$ cat config.mk
export PLATFORM = sky130hd
export DESIGN_NAME = fpu_lzd_norm_sched_flat
export DESIGN_NICKNAME = d
export VERILOG_FILES = /design/src/rtl/fpu_lzd_norm_sched_if.sv /design/src/rtl/fpu_lzd_norm_sched.sv /design/src/flat_wrapper.sv
export SDC_FILE = /design/constraint.sdc
export NUM_CORES = 1
export LEC_CHECK = 0
export CORE_MARGIN = 2
export CORE_UTILIZATION = 30
export DETAILED_ROUTE_END_ITERATION = 16
export PLACE_DENSITY = 0.71
export SYNTH_ARGS = -nofsm -noshare
export SYNTH_HDL_FRONTEND = slang
export SYNTH_SLANG_ARGS = --single-unit
$ cat constraint.sdc
create_clock -name clk -period 3.67 [get_ports clk]
set_input_delay 1.101 -clock clk [delete_from_list [all_inputs] [get_ports clk]]
set_output_delay 1.101 -clock clk [all_outputs]
set_load 0.02 [all_outputs]
$ cat src/rtl/fpu_lzd_norm_sched_if.sv
`timescale 1ns/1ps
// Purpose: requester and result handshake bundle for the shared LZD normaliser.
// Latency: none, wires only.
// Backpressure: valid/ready on both the request side and the result side.
interface fpu_lzd_norm_sched_if;
  logic [1:0]  req_valid_i;
  logic [1:0]  req_ready_o;
  logic [63:0] req0_data_i;
  logic [63:0] req1_data_i;
  logic        out_valid_o;
  logic        out_ready_i;
  logic        out_id_o;
  logic [6:0]  out_cnt_o;
  logic        out_zero_o;
  logic [63:0] out_norm_o;

  // The scheduler side: takes requests, drives results.
  modport slave (
    input  req_valid_i, req0_data_i, req1_data_i, out_ready_i,
    output req_ready_o, out_valid_o, out_id_o, out_cnt_o, out_zero_o, out_norm_o
  );

  // The requester/consumer side.
  modport master (
    output req_valid_i, req0_data_i, req1_data_i, out_ready_i,
    input  req_ready_o, out_valid_o, out_id_o, out_cnt_o, out_zero_o, out_norm_o
  );
endinterface

$ cat src/rtl/fpu_lzd_norm_sched.sv
`timescale 1ns/1ps
// Purpose: one 32-bit LZD shared by two requesters; 64-bit leading-zero count in two passes.
// Latency: result valid 2 edges after accept (upper half nonzero) or 3 edges (upper half zero).
// Backpressure: result held in DONE until out_ready_i; no request accepted outside IDLE.
// Optional macro FPU_LZD_NORM_SHIFT_EN adds the registered left-normalised mantissa.

module FPU_LZD_32 (
  input  logic [31:0] a,
  output logic [4:0]  pos,
  output logic        val
);
  logic found;

  // Priority scan from the MSB; pos is only meaningful when val is set.
  always_comb begin
    pos   = '0;
    found = 1'b0;
    for (int i = 31; i >= 0; i--) begin
      if (!found && a[i]) begin
        pos   = 5'(31 - i);
        found = 1'b1;
      end
    end
  end

  assign val = |a;
endmodule

module fpu_lzd_norm_sched #(
  parameter bit PRIO_INIT = 1'b0
) (
  input logic                     clk,
  input logic                     rst_l,
  fpu_lzd_norm_sched_if.slave     io
);
  typedef enum logic [1:0] {IDLE, HI, LO, DONE} state_t;

  state_t      state;
  logic        last_grant;
  logic        grant;
  logic        accept;
  logic [63:0] op_q;
  logic [6:0]  cnt_q;
  logic        zero_q;
  logic        id_q;
  logic        valid_q;
  logic [31:0] lzd_in;
  logic [4:0]  lzd_pos;
  logic        lzd_val;
  logic        to_done;
  logic [6:0]  cnt_nxt;

  // Round-robin pick: a lone requester wins, a tie goes to whoever did not win last.
  always_comb begin
    grant = io.req_valid_i[1];
    if (&io.req_valid_i) grant = ~last_grant;
  end

  assign accept         = (state == IDLE) && (|io.req_valid_i);
  assign io.req_ready_o = accept ? (grant ? 2'b10 : 2'b01) : 2'b00;

  // Upper half is examined first; the lower half only when the upper is all zeros.
  assign lzd_in = (state == LO) ? op_q[31:0] : op_q[63:32];

  FPU_LZD_32 u_lzd (
    .a   (lzd_in),
    .pos (lzd_pos),
    .val (lzd_val)
  );

  // Count that will be latched on entry to DONE, shared with the optional shifter.
  always_comb begin
    to_done = 1'b0;
    cnt_nxt = cnt_q;
    case (state)
      HI: begin
        if (lzd_val) begin
          to_done = 1'b1;
          cnt_nxt = {2'b00, lzd_pos};
        end
      end
      LO: begin
        to_done = 1'b1;
        cnt_nxt = lzd_val ? (7'd32 + {2'b00, lzd_pos}) : 7'd64;
      end
      default: ;
    endcase
  end

  // Sequencer with registered result outputs.
  always_ff @(posedge clk or negedge rst_l) begin
    if (!rst_l) begin
      state      <= IDLE;
      last_grant <= ~PRIO_INIT;
      op_q       <= '0;
      cnt_q      <= '0;
      zero_q     <= 1'b0;
      id_q       <= 1'b0;
      valid_q    <= 1'b0;
    end else begin
      case (state)
        IDLE: begin
          if (accept) begin
            op_q       <= grant ? io.req1_data_i : io.req0_data_i;
            id_q       <= grant;
            last_grant <= grant;
            state      <= HI;
          end
        end
        HI: begin
          if (to_done) begin
            cnt_q   <= cnt_nxt;
            valid_q <= 1'b1;
            state   <= DONE;
          end else begin
            state <= LO;
          end
        end
        LO: begin
          cnt_q   <= cnt_nxt;
          zero_q  <= ~lzd_val;
          valid_q <= 1'b1;
          state   <= DONE;
        end
        DONE: begin
          if (io.out_ready_i) begin
            valid_q <= 1'b0;
            zero_q  <= 1'b0;
            state   <= IDLE;
          end
        end
        default: state <= IDLE;
      endcase
    end
  end

  assign io.out_valid_o = valid_q;
  assign io.out_id_o    = id_q;
  assign io.out_cnt_o   = cnt_q;
  assign io.out_zero_o  = zero_q;

`ifdef FPU_LZD_NORM_SHIFT_EN
  logic [63:0] norm_q;

  // Normalised mantissa captured alongside the count; a count of 64 shifts everything out.
  always_ff @(posedge clk or negedge rst_l) begin
    if (!rst_l) begin
      norm_q <= '0;
    end else if (to_done) begin
      norm_q <= op_q << cnt_nxt;
    end
  end

  assign io.out_norm_o = norm_q;
`else
  assign io.out_norm_o = 64'h0;
`endif
endmodule

$ cat src/flat_wrapper.sv
// flat-port wrapper written by rule: the top's interface ports become plain ports
module fpu_lzd_norm_sched_flat 
#(
  parameter bit PRIO_INIT = 1'b0
)
  (clk, rst_l, io_req_valid_i, io_req0_data_i, io_req1_data_i, io_out_ready_i, io_req_ready_o, io_out_valid_o, io_out_id_o, io_out_cnt_o, io_out_zero_o, io_out_norm_o);
  fpu_lzd_norm_sched_if io_i ();
  input logic clk;
  input logic rst_l;
  input wire logic [$bits(io_i.req_valid_i)-1:0] io_req_valid_i;
  input wire logic [$bits(io_i.req0_data_i)-1:0] io_req0_data_i;
  input wire logic [$bits(io_i.req1_data_i)-1:0] io_req1_data_i;
  input wire logic [$bits(io_i.out_ready_i)-1:0] io_out_ready_i;
  output wire logic [$bits(io_i.req_ready_o)-1:0] io_req_ready_o;
  output wire logic [$bits(io_i.out_valid_o)-1:0] io_out_valid_o;
  output wire logic [$bits(io_i.out_id_o)-1:0] io_out_id_o;
  output wire logic [$bits(io_i.out_cnt_o)-1:0] io_out_cnt_o;
  output wire logic [$bits(io_i.out_zero_o)-1:0] io_out_zero_o;
  output wire logic [$bits(io_i.out_norm_o)-1:0] io_out_norm_o;
  assign io_i.req_valid_i = io_req_valid_i;
  assign io_i.req0_data_i = io_req0_data_i;
  assign io_i.req1_data_i = io_req1_data_i;
  assign io_i.out_ready_i = io_out_ready_i;
  assign io_req_ready_o = io_i.req_ready_o;
  assign io_out_valid_o = io_i.out_valid_o;
  assign io_out_id_o = io_i.out_id_o;
  assign io_out_cnt_o = io_i.out_cnt_o;
  assign io_out_zero_o = io_i.out_zero_o;
  assign io_out_norm_o = io_i.out_norm_o;
  fpu_lzd_norm_sched #(.PRIO_INIT(PRIO_INIT)) u_core (.clk(clk), .rst_l(rst_l), .io(io_i));
endmodule
==> impl_metrics.json, run 1 <==
{
  "startpoint": "io_req_valid_i[0]",
  "wire_per_inst_um": 16.1,
  "cp-endpoint": "io_req_ready_o[1]",
  "fmax_mhz": 283,
  "ys_ff_latch": 77,
  "area_growth_syn_to_layout_pct": 36.9,
  "fin_cells": 808,
  "cts_hold_buffers": 0,
  "grtUsageTotal_pct": 15.8,
  "r2r_end": "u_core.state[0]",
  "cts_num_sinks": 77,
  "cts_buffers": 9,
  "synth_fa_ha_area_share_pct": 1.08,
  "place_inst": 792,
  "synth-compound-area-share_pct": 26.0,
  "drc_errors": 0,
  "fin_crit_ns": 3.53,
  "path_buf_inv": 3,
  "slew_viol_final": 0,
  "cpMostUsedCell": "clkdlybuf4s50_1",
  "worstRegToRegCells": 9,
  "ys_types": 61,
  "drt.antenna.violating_nets": 0,
  "final_cell_mix": "143 x clkdlybuf4s50_1, 85 x inv_1, 76 x dfrtp_1",
  "dpl.hpwl_um": 9410,
  "die_w_um": 128,
  "clk_pin_slew_worst_paths_ns": 0.06,
  "cp-end-kind": "output pin",
  "grt_max_degree": 78,
  "path_cells": "clkdlybuf4s50_1, buf_4, a21oi_4, clkdlybuf4s50_1",
  "cap_violations": 0,
  "r2r-start": "u_core.state[0]",
  "rsz0062_at_grt": "false",
  "final_common_cell": "clkdlybuf4s50_1",
  "initial_core_util_pct": 30.6,
  "rows": 45,
  "cts_tree": "built",
  "seq_area_frac_synth_pct": 41.6,
  "via_count": 4091,
  "final-setup-viol-count": 0,
  "crit_required_ns": 2.57,
  "crit_fanout": 3,
  "leakage_nw": 3.00,
  "grt_pass1_wl_um": 20300,
  "die-height_um": 128,
  "grt_pass1_vias": 3832,
  "yosys_warnings": 0,
  "synth_xor_area_share_pct": 0,
  "cp_data_arrival_time_ns": 2.43,
  "clock_latency_ns": 0.34,
  "ys_async_sr_fraction_pct": 100,
  "vdd_drop_max_v": 0.000743,
  "clock_skew_ns": 0.00662,
  "syn_area_sq_um": 4640,
  "synth_mux_area_share_pct": 1.57,
  "n_antenna_cell": 0,
  "cp_num_cells": 4,
  "synth_top_family_by_area": "compound AO/OA/AOI/OAI gates",
  "port_buffers": 144,
  "worst_path_max_delay_cell": "clkdlybuf4s50_1",
  "start_kind": "input pin",
  "critPathMaxStageDelay_ns": 0.62,
  "maxSlewHeadroom_pct": 32.5,
  "crit_family": "buffers and inverters",
  "post_cts_resized": 0,
  "place.gp.congestion": 0.783,
  "ctsHtreeMaxLevel": 3,
  "grt_overflow": 0,
  "synth-simple-area-share_pct": 9.82,
  "drtPass1Iterations": 6,
  "synth_edf_count": 0,
  "synth_cells": 481,
  "r2r_setup_slack_ns": 0.60,
  "timing.setup.tns_ns": 0,
  "drive_gt1_share_pct": 7.26,
  "pwr_density_cell_nw_per_um2": 745,
  "outcome": "complete, no violations",
  "tightest_slew_ns": 1.01,
  "core-area_sq_um": 15100,
  "wl_um": 13000,
  "cts_root_buf": "clkbuf_16",
  "worstSetupPathType": "in -> out",
  "io_pins": 209,
  "clk_path_buf_depth": 2,
  "dieArea_sq_um": 16500,
  "cts_setup_buffers": 0,
  "antenna_found_initial": 0,
  "drtIter0Drc": 395,
  "vias_per_cell": 5.06,
  "synth.avg_cell_area_sq_um": 9.64,
  "nNetsFinal": 752,
  "hold_viol": 0,
  "fin_crit_sh_pct": 96.2,
  "synth_flop_cell": "dfrtp_1",
  "holdCritPathClass": "reg -> reg"
}
## power breakdown
group | switching, mW | internal, mW | leakage, nW
combinational | 1.20 | 0.984 | 1.89
clock | 0.343 | 0.564 | 0.150
sequential | 0.389 | 1.24 | 0.967
## cells in the mapped netlist, types with 2 or more instances
cell	n	area, sq um
nor4b_2	2	30.0
a21oi_1	15	75.1
a32o_2	2	22.5
o21ai_1	6	30.0
o31ai_1	2	15.0
buf_1	5	18.8
mux2i_1	5	50.1
nor3b_1	4	30.0
o211ai_1	6	45.0
o31a_1	2	17.5
nand3_1	4	20.0
nor4_1	2	12.5
a21o_1	2	15.0
dfrtp_1	76	1900
or3_1	2	12.5
nor3b_2	2	25.0
ha_1	4	50.1
a32oi_1	4	35.0
nor3_1	11	55.1
a211o_1	2	17.5
nor2b_1	8	50.1
nand2b_1	4	25.0
nor4_2	3	37.5
o32a_1	3	30.0
inv_1	85	319
o32ai_1	3	26.3
nor2_1	16	60.1
o21ai_0	12	60.1
buf_4	66	495
a222oi_1	64	641
a211oi_1	2	15.0
clkbuf_1	19	71.3
nand2_1	10	37.5
## final cells by class
class	count	area, sq um
flip-flops and latches	77	1930
repair buffers	152	1500
clock buffers	13	260
inverters	85	319
clock inverters	3	43.8
fillers	1471	8800
multi-input cells	290	2060
well taps	188	235
## state kept, by name, indices dropped and copies added, names as in the netlist
name / cells
u_core.io.out_id_o: 1
u_core.state: 2
u_core.io.out_cnt_o: 7
u_core.last_grant: 1
u_core.op_q: 64
u_core.io.out_valid_o: 1
u_core.io.out_zero_o: 1
## metrics by stage
stage          setup slack (ns)  cell area, sq um  power, mW  util [%]  hold slack [ns]
6_report                  0.138              6340       4.73      41.9            0.490
4_1_cts                   0.132              6340       4.79      41.9            0.491
3_5_place_dp              0.134              6040       3.84      39.9            0.473
2_1_floorplan             0.821              4870       3.16         -            0.452
5_1_grt                  0.0793              6340       5.12      41.9            0.505
3_3_place_gp              0.140              6040       3.80      39.9            0.469
## worst min path at each step
stage,from,slack [ns],cells past startpoint,end
floorplan,u_core.op_q[7],0.45,2,u_core.op_q[7]
global placement,u_core.io.out_id_o,0.47,1,u_core.io.out_id_o
detailed placement,u_core.io.out_id_o,0.47,1,u_core.io.out_id_o
CTS,u_core.io.out_id_o,0.49,1,u_core.io.out_id_o
global route,u_core.io.out_id_o,0.51,1,u_core.io.out_id_o
finish,u_core.io.out_id_o,0.49,1,u_core.io.out_id_o
## layer usage
metal  part of all wire, %  track usage, %
met5                     0               0
met3                   7.8            4.13
met4                   1.4            4.65
met1                    43            20.8
met2                    47            25.6
## cells by family after synthesis
kind of cell	Yosys count
mux	7
simple gates	75
buf+inv	177
other cells	1
compound gates	140
flops	77
fa+ha+maj	4
Note: power is estimated with default switching activity, not from simulation.
==> inputs of run 2 (changes only) <==
--- a/config.mk
+++ b/config.mk
@@ -7,6 +7,7 @@
 export LEC_CHECK = 0
 export CORE_MARGIN = 2
 export CORE_UTILIZATION = 30
+export CTS_BUF_LIST = sky130_fd_sc_hd__clkbuf_16
 export DETAILED_ROUTE_END_ITERATION = 16
 export PLACE_DENSITY = 0.71
 export SYNTH_ARGS = -nofsm -noshare
==> impl_metrics.json, run 2 (synthesized netlist as in run 1, its figures left out) <==
{
  "outcome": "complete, no violations",
  "ctsHtreeMaxLevel": 3,
  "switchingPower_mw": 1.93,
  "critPathMaxStageDelay_ns": 0.62,
  "cts_root_buf": "clkbuf_16",
  "clk_pin_slew_worst_paths_ns": 0.05,
  "path_buf_inv": 3,
  "post_cts_resized": 0,
  "worst_path_max_delay_cell": "clkdlybuf4s50_1",
  "cts_tree": "built",
  "cts_hold_buffers": 0,
  "grtUsageTotal_pct": 15.8,
  "vdd_drop_max_v": 0.000721,
  "drtIter0Drc": 401,
  "port_buffers": 144,
  "rows": 45,
  "p_clk_share_pct": 18.4,
  "slew_viol_final": 0,
  "placed_area_sq_um": 6040,
  "area_growth_syn_to_layout_pct": 36.4,
  "grt_pass1_vias": 3849,
  "final-setup-viol-count": 0,
  "place.gp.congestion": 0.783,
  "drc_errors": 0,
  "post-route-cell-area_sq_um": 6320,
  "drive_gt1_share_pct": 6.94,
  "cts_num_sinks": 77,
  "die-height_um": 128,
  "path_cells": "clkdlybuf4s50_1, buf_4, a21oi_4, clkdlybuf4s50_1",
  "via_count": 4090,
  "p_comb_share_pct": 46.8,
  "crit_fanout": 3,
  "initial_core_util_pct": 30.6,
  "holdCritPathClass": "reg -> reg",
  "pwr_density_cell_nw_per_um2": 740,
  "start_kind": "input pin",
  "largest_reg_flops": 64,
  "worstSetupPathType": "in -> out",
  "dieArea_sq_um": 16500,
  "final_cell_mix": "143 x clkdlybuf4s50_1, 87 x inv_1, 76 x dfrtp_1",
  "final_common_cell": "clkdlybuf4s50_1",
  "nNetsFinal": 752,
  "maxSlewHeadroom_pct": 32.4,
  "largest-register": "u_core.op_q",
  "grt_pass1_wl_um": 20300,
  "multi_input_area_sq_um": 2060,
  "cts_buffers": 9,
  "rsz0062_at_grt": "false",
  "cap_violations": 0,
  "grt_overflow": 0,
  "cpMostUsedCell": "clkdlybuf4s50_1",
  "total_power_mw": 4.68,
  "die_w_um": 128,
  "startpoint": "io_req_valid_i[0]",
  "drt.antenna.violating_nets": 0,
  "hold_viol": 0,
  "fmax_mhz": 283,
  "clk_path_buf_depth": 2,
  "vias_per_cell": 5.06,
  "tightest_slew_ns": 1.01,
  "min_from": "u_core.io.out_id_o",
  "fin_crit_sh_pct": 96.2,
  "cts_setup_buffers": 0,
  "clock_latency_ns": 0.34,
  "leakage_nw": 3.00,
  "fin_crit_ns": 3.53,
  "p_int_mw": 2.74,
  "n_antenna_cell": 0,
  "grt_max_degree": 78,
  "power_frac_seq_pct": 34.8,
  "wire_per_inst_um": 16.1,
  "fillerInstances": 1475,
  "dpl.hpwl_um": 9410,
  "drtPass1Iterations": 6,
  "timing.setup.tns_ns": 0,
  "crit_required_ns": 2.57,
  "seqCellArea_sq_um": 1930,
  "io_pins": 209,
  "r2r-start": "u_core.state[0]",
  "cp_data_arrival_time_ns": 2.43,
  "clock_skew_ns": 0.00682,
  "crit_family": "buffers and inverters",
  "core-area_sq_um": 15100,
  "swShare_pct": 41.4,
  "cp-end-kind": "output pin",
  "wl_um": 13000,
  "antenna_found_initial": 0
}
## run 2: cell types whose count changed in the layout (fill, tap and decap cells not counted)
| cell | change |
|---|---|
| inv_1 | +2 |
| clkinv_1 | +2 |
| clkbuf_8 | -2 |
| clkbuf_1 | -2 |
## run 2: cell type report
type	instances	area share, %
sequential	77	30.5
multi-input combinational	290	32.6
timing repair buffer	152	23.7
clock buffer	9	3.56
clock inverter	7	0.930
inverter	85	5.04
tap	188	3.72
## run 2: path summary, 6_finish.rpt
kind / end / slack, ns / depth (start not counted)
hold / removal: u_core.io.out_id_o / 0.49 / 1
min in group asynchronous: u_core.io.out_id_o / 0.92 / 1
hold reg to reg: u_core.io.out_id_o / 0.49 / 1
setup reg to reg: u_core.io.out_valid_o / 0.61 / 9
setup / recovery: io_req_ready_o[1] / 0.14 / 4
max in group asynchronous: u_core.op_q[61] / 2.08 / 1
## run 2: through the flow
step | util [%] | worst slack (ns) | instances | hold slack [ns]
6_report | 41.8 | 0.138 | 808 | 0.490
4_1_cts | 41.8 | 0.132 | 808 | 0.491
3_5_place_dp | 39.9 | 0.134 | 792 | 0.473
5_1_grt | 41.8 | 0.0793 | 808 | 0.505
2_1_floorplan | - | 0.821 | 544 | 0.452
3_3_place_gp | 39.9 | 0.140 | 792 | 0.469
## run 2: per-layer routing
layer  up-vias  wire (um)  GRT usage (%)
met5         -          0              0
met4         0        184           4.65
met3        12        965           4.13
met2       174       6190           25.8
met1      1973       5660           20.8
li1       1931          -              -
## run 2: power by group through the flow
stage                     registers (mW)  logic, mW  clock network (mW)
after global placement              1.64       2.16                   0
after floorplan                     1.54       1.62                   0
final                               1.63       2.19               0.858
after global routing                1.69       2.45               0.936
after detailed placement            1.64       2.20                   0
after CTS                           1.63       2.21               0.895
==> inputs of run 3 (changes only) <==
--- a/config.mk
+++ b/config.mk
@@ -5,11 +5,12 @@
 export SDC_FILE = /design/constraint.sdc
 export NUM_CORES = 1
 export LEC_CHECK = 0
+export ABC_AREA = 1
 export CORE_MARGIN = 2
 export CORE_UTILIZATION = 30
 export CTS_BUF_LIST = sky130_fd_sc_hd__clkbuf_16
 export DETAILED_ROUTE_END_ITERATION = 16
-export PLACE_DENSITY = 0.71
+export PLACE_DENSITY = 0.69
 export SYNTH_ARGS = -nofsm -noshare
 export SYNTH_HDL_FRONTEND = slang
 export SYNTH_SLANG_ARGS = --single-unit
==> impl_metrics.json, run 3 <==
{
  "synth-simple-area-share_pct": 35.0,
  "final-setup-viol-count": 0,
  "clk_pin_slew_worst_paths_ns": 0.06,
  "switchingPower_mw": 2.48,
  "grt_pass1_vias": 4845,
  "p_comb_share_pct": 54.4,
  "seq_area_frac_synth_pct": 36.7,
  "outcome": "complete, no violations",
  "grtUsageMet1_pct": 21.7,
  "slew_viol_final": 0,
  "swShare_pct": 46.7,
  "nNetsFinal": 996,
  "p_clk_share_pct": 18.1,
  "vdd_drop_max_v": 0.000304,
  "dpl.hpwl_um": 10700,
  "drtPass1Iterations": 4,
  "largest-register": "u_core.op_q",
  "wire_per_inst_um": 13.4,
  "ctsHtreeMaxLevel": 3,
  "rsz0062_at_grt": "false",
  "drt.antenna.violating_nets": 0,
  "synth_xor_area_share_pct": 0,
  "ys_async_sr_fraction_pct": 100,
  "hold_viol": 0,
  "synth_edf_count": 0,
  "grt_pass1_wl_um": 23900,
  "multi_input_area_sq_um": 2720,
  "die_w_um": 136,
  "final_common_cell": "nand2_1",
  "met2_usage_pct": 26.7,
  "crit_required_ns": 2.57,
  "synth_top_family_by_area": "simple AND/OR/NAND/NOR gates",
  "worstSetupPathType": "in -> out",
  "cts_root_buf": "clkbuf_16",
  "seqCellArea_sq_um": 1930,
  "initial_core_util_pct": 30.5,
  "n_antenna_cell": 0,
  "power_frac_seq_pct": 27.5,
  "port_buffers": 144,
  "synth_cells": 727,
  "tightest_slew_ns": 1.01,
  "largest_reg_flops": 64,
  "core-area_sq_um": 17200,
  "post-route-cell-area_sq_um": 6950,
  "netlist.area_leader.share_pct": 36.2,
  "fmax_mhz": 279,
  "pwr_density_cell_nw_per_um2": 763,
  "cp_data_arrival_time_ns": 2.48,
  "die-height_um": 136,
  "gr-max-usage-layer": "met2",
  "placed_area_sq_um": 6640,
  "cap_violations": 0,
  "pre_cts_ws_ns": -0.167,
  "ys_types": 40,
  "area_growth_syn_to_layout_pct": 32.2,
  "grt_max_degree": 78,
  "grtUsageTotal_pct": 16.4,
  "drive_gt1_share_pct": 8.23,
  "synth.area.top_cells": "dfrtp_1 36%, nand2_1 20%, buf_4 9.4%",
  "holdCritPathClass": "reg -> reg",
  "wl_um": 14600,
  "synth.avg_cell_area_sq_um": 7.24,
  "synth_fa_ha_area_share_pct": 0.951,
  "leakage_nw": 3.22,
  "cts_tree": "built",
  "crit_fanout": 2,
  "rows": 48,
  "start_kind": "input pin",
  "timing.setup.tns_ns": 0,
  "clk_path_buf_depth": 2,
  "fin_ws_ns": 0.0871,
  "clock_skew_ns": 0.0102,
  "finalHoldWorstSlack_ns": 0.470,
  "maxSlewHeadroom_pct": 32.7,
  "syn_area_sq_um": 5260,
  "fin_util_pct": 40.3,
  "fin_crit_sh_pct": 97.6,
  "ys_ff_latch": 77,
  "synth.cells.most_frequent": "281 x nand2_1, 76 x dfrtp_1, 66 x buf_4, 54 x inv_1, 44 x nand3_1",
  "cts_num_sinks": 77,
  "yosys_warnings": 0,
  "grt_overflow": 0,
  "place.gp.congestion": 0.832,
  "drc_errors": 0,
  "synth-compound-area-share_pct": 10.8,
  "dieArea_sq_um": 18600,
  "yosys.area.top_type": "dfrtp_1",
  "p_int_mw": 2.83,
  "final_cell_mix": "281 x nand2_1, 141 x clkdlybuf4s50_1, 76 x dfrtp_1",
  "fin_crit_ns": 3.58,
  "synth_mux_area_share_pct": 0,
  "grtUsageMet3_pct": 4.03,
  "fillerInstances": 1817,
  "vias_per_cell": 4.44,
  "via_count": 4827,
  "cp-end-kind": "output pin",
  "drtIter0Drc": 326,
  "antenna_found_initial": 0,
  "cts_buffers": 9,
  "yosysMostFrequentCell": "nand2_1",
  "synth_flop_cell": "dfrtp_1",
  "clock_latency_ns": 0.34,
  "io_pins": 209
}
## run 3: cell count changes in the layout (fill, tap and decap cells not counted), moves of 6 or more
cell,delta
nand2_1,+271
a222oi_1,-64
nand3_1,+40
inv_1,-33
o211ai_1,+29
nor2_1,+19
a21oi_1,-10
nand4_1,+10
nand2_4,+9
nor2_2,+8
nor2b_1,-8
o21ai_2,+8
nand2_2,+7
nor3_1,-6
## run 3: layout make-up
class                           count  share of cell area (%)
Clock buffer                        9                    3.24
Multi-Input combinational cell    562                    39.1
Clock inverter                      6                    1.28
Sequential cell                    77                    27.7
Inverter                           58                    3.17
Tap cell                          225                    4.05
Timing Repair Buffer              151                    21.4
## run 3: power groups by stage
stage          sequential [mW]  clock, mW  combinational [mW]
6_report                  1.46      0.959                2.89
2_1_floorplan             1.46          0                2.21
4_1_cts                   1.46      0.977                2.93
3_3_place_gp              1.46          0                2.86
5_1_grt                   1.51       1.02                3.30
3_5_place_dp              1.48          0                2.92
## run 3: timing repair
| action | in CTS | in global routing |
|---|---|---|
| gates resized for setup | 2 | 0 |
| endpoints found under the setup margin | 2 | 0 |
| hold buffers | 0 | 0 |
| setup buffers | 0 | 0 |
## run 3: final timing paths
check                                  startpoint                     end  slack, ns  cells after the start
worst min-delay path            u_core.last_grant       u_core.last_grant       0.47                      2
worst min register to register  u_core.last_grant       u_core.last_grant       0.47                      2
worst max register to register    u_core.state[0]  u_core.io.out_cnt_o[4]       0.81                     15
worst max-delay path            io_req_valid_i[0]       io_req_ready_o[0]       0.09                      6
max in group asynchronous                   rst_l          u_core.op_q[4]       2.09                      1
min in group asynchronous                   rst_l         u_core.op_q[22]       0.94                      1
## run 3: worst max-delay path, stage by stage
cell and delay, ns:
clkdlybuf4s50_1 0.51, nor2_1 0.08, nor2_2 0.11, clkinv_1 0.13, a21oi_4 0.20, dlygate4sd2_1 0.36
## run 3: per-layer routing
metal / share of wire, % / routed length (um) / vias to the layer above
met2: 45 / 6620 / 153
met5: 0 / 0 / -
met3: 6.4 / 939 / 12
met4: 1.1 / 159 / 0
met1: 47 / 6860 / 2199
li1: - / - / 2463
## run 3: kinds of logic after synthesis
| logic type | after synthesis |
|---|---|
| and+or+nand+nor | 412 |
| buffers and inverters | 151 |
| AOI/OAI and AO/OA | 82 |
| DFF | 77 |
| adders and majority gates | 4 |
| other | 1 |
## run 3: per-stage QoR
| step | std cells | power [mW] |
|---|---|---|
| after global routing | 1088 | 5.83 |
| after global placement | 1073 | 4.33 |
| after detailed placement | 1073 | 4.39 |
| after CTS | 1088 | 5.37 |
| final | 1088 | 5.30 |
| after floorplan | 790 | 3.67 |
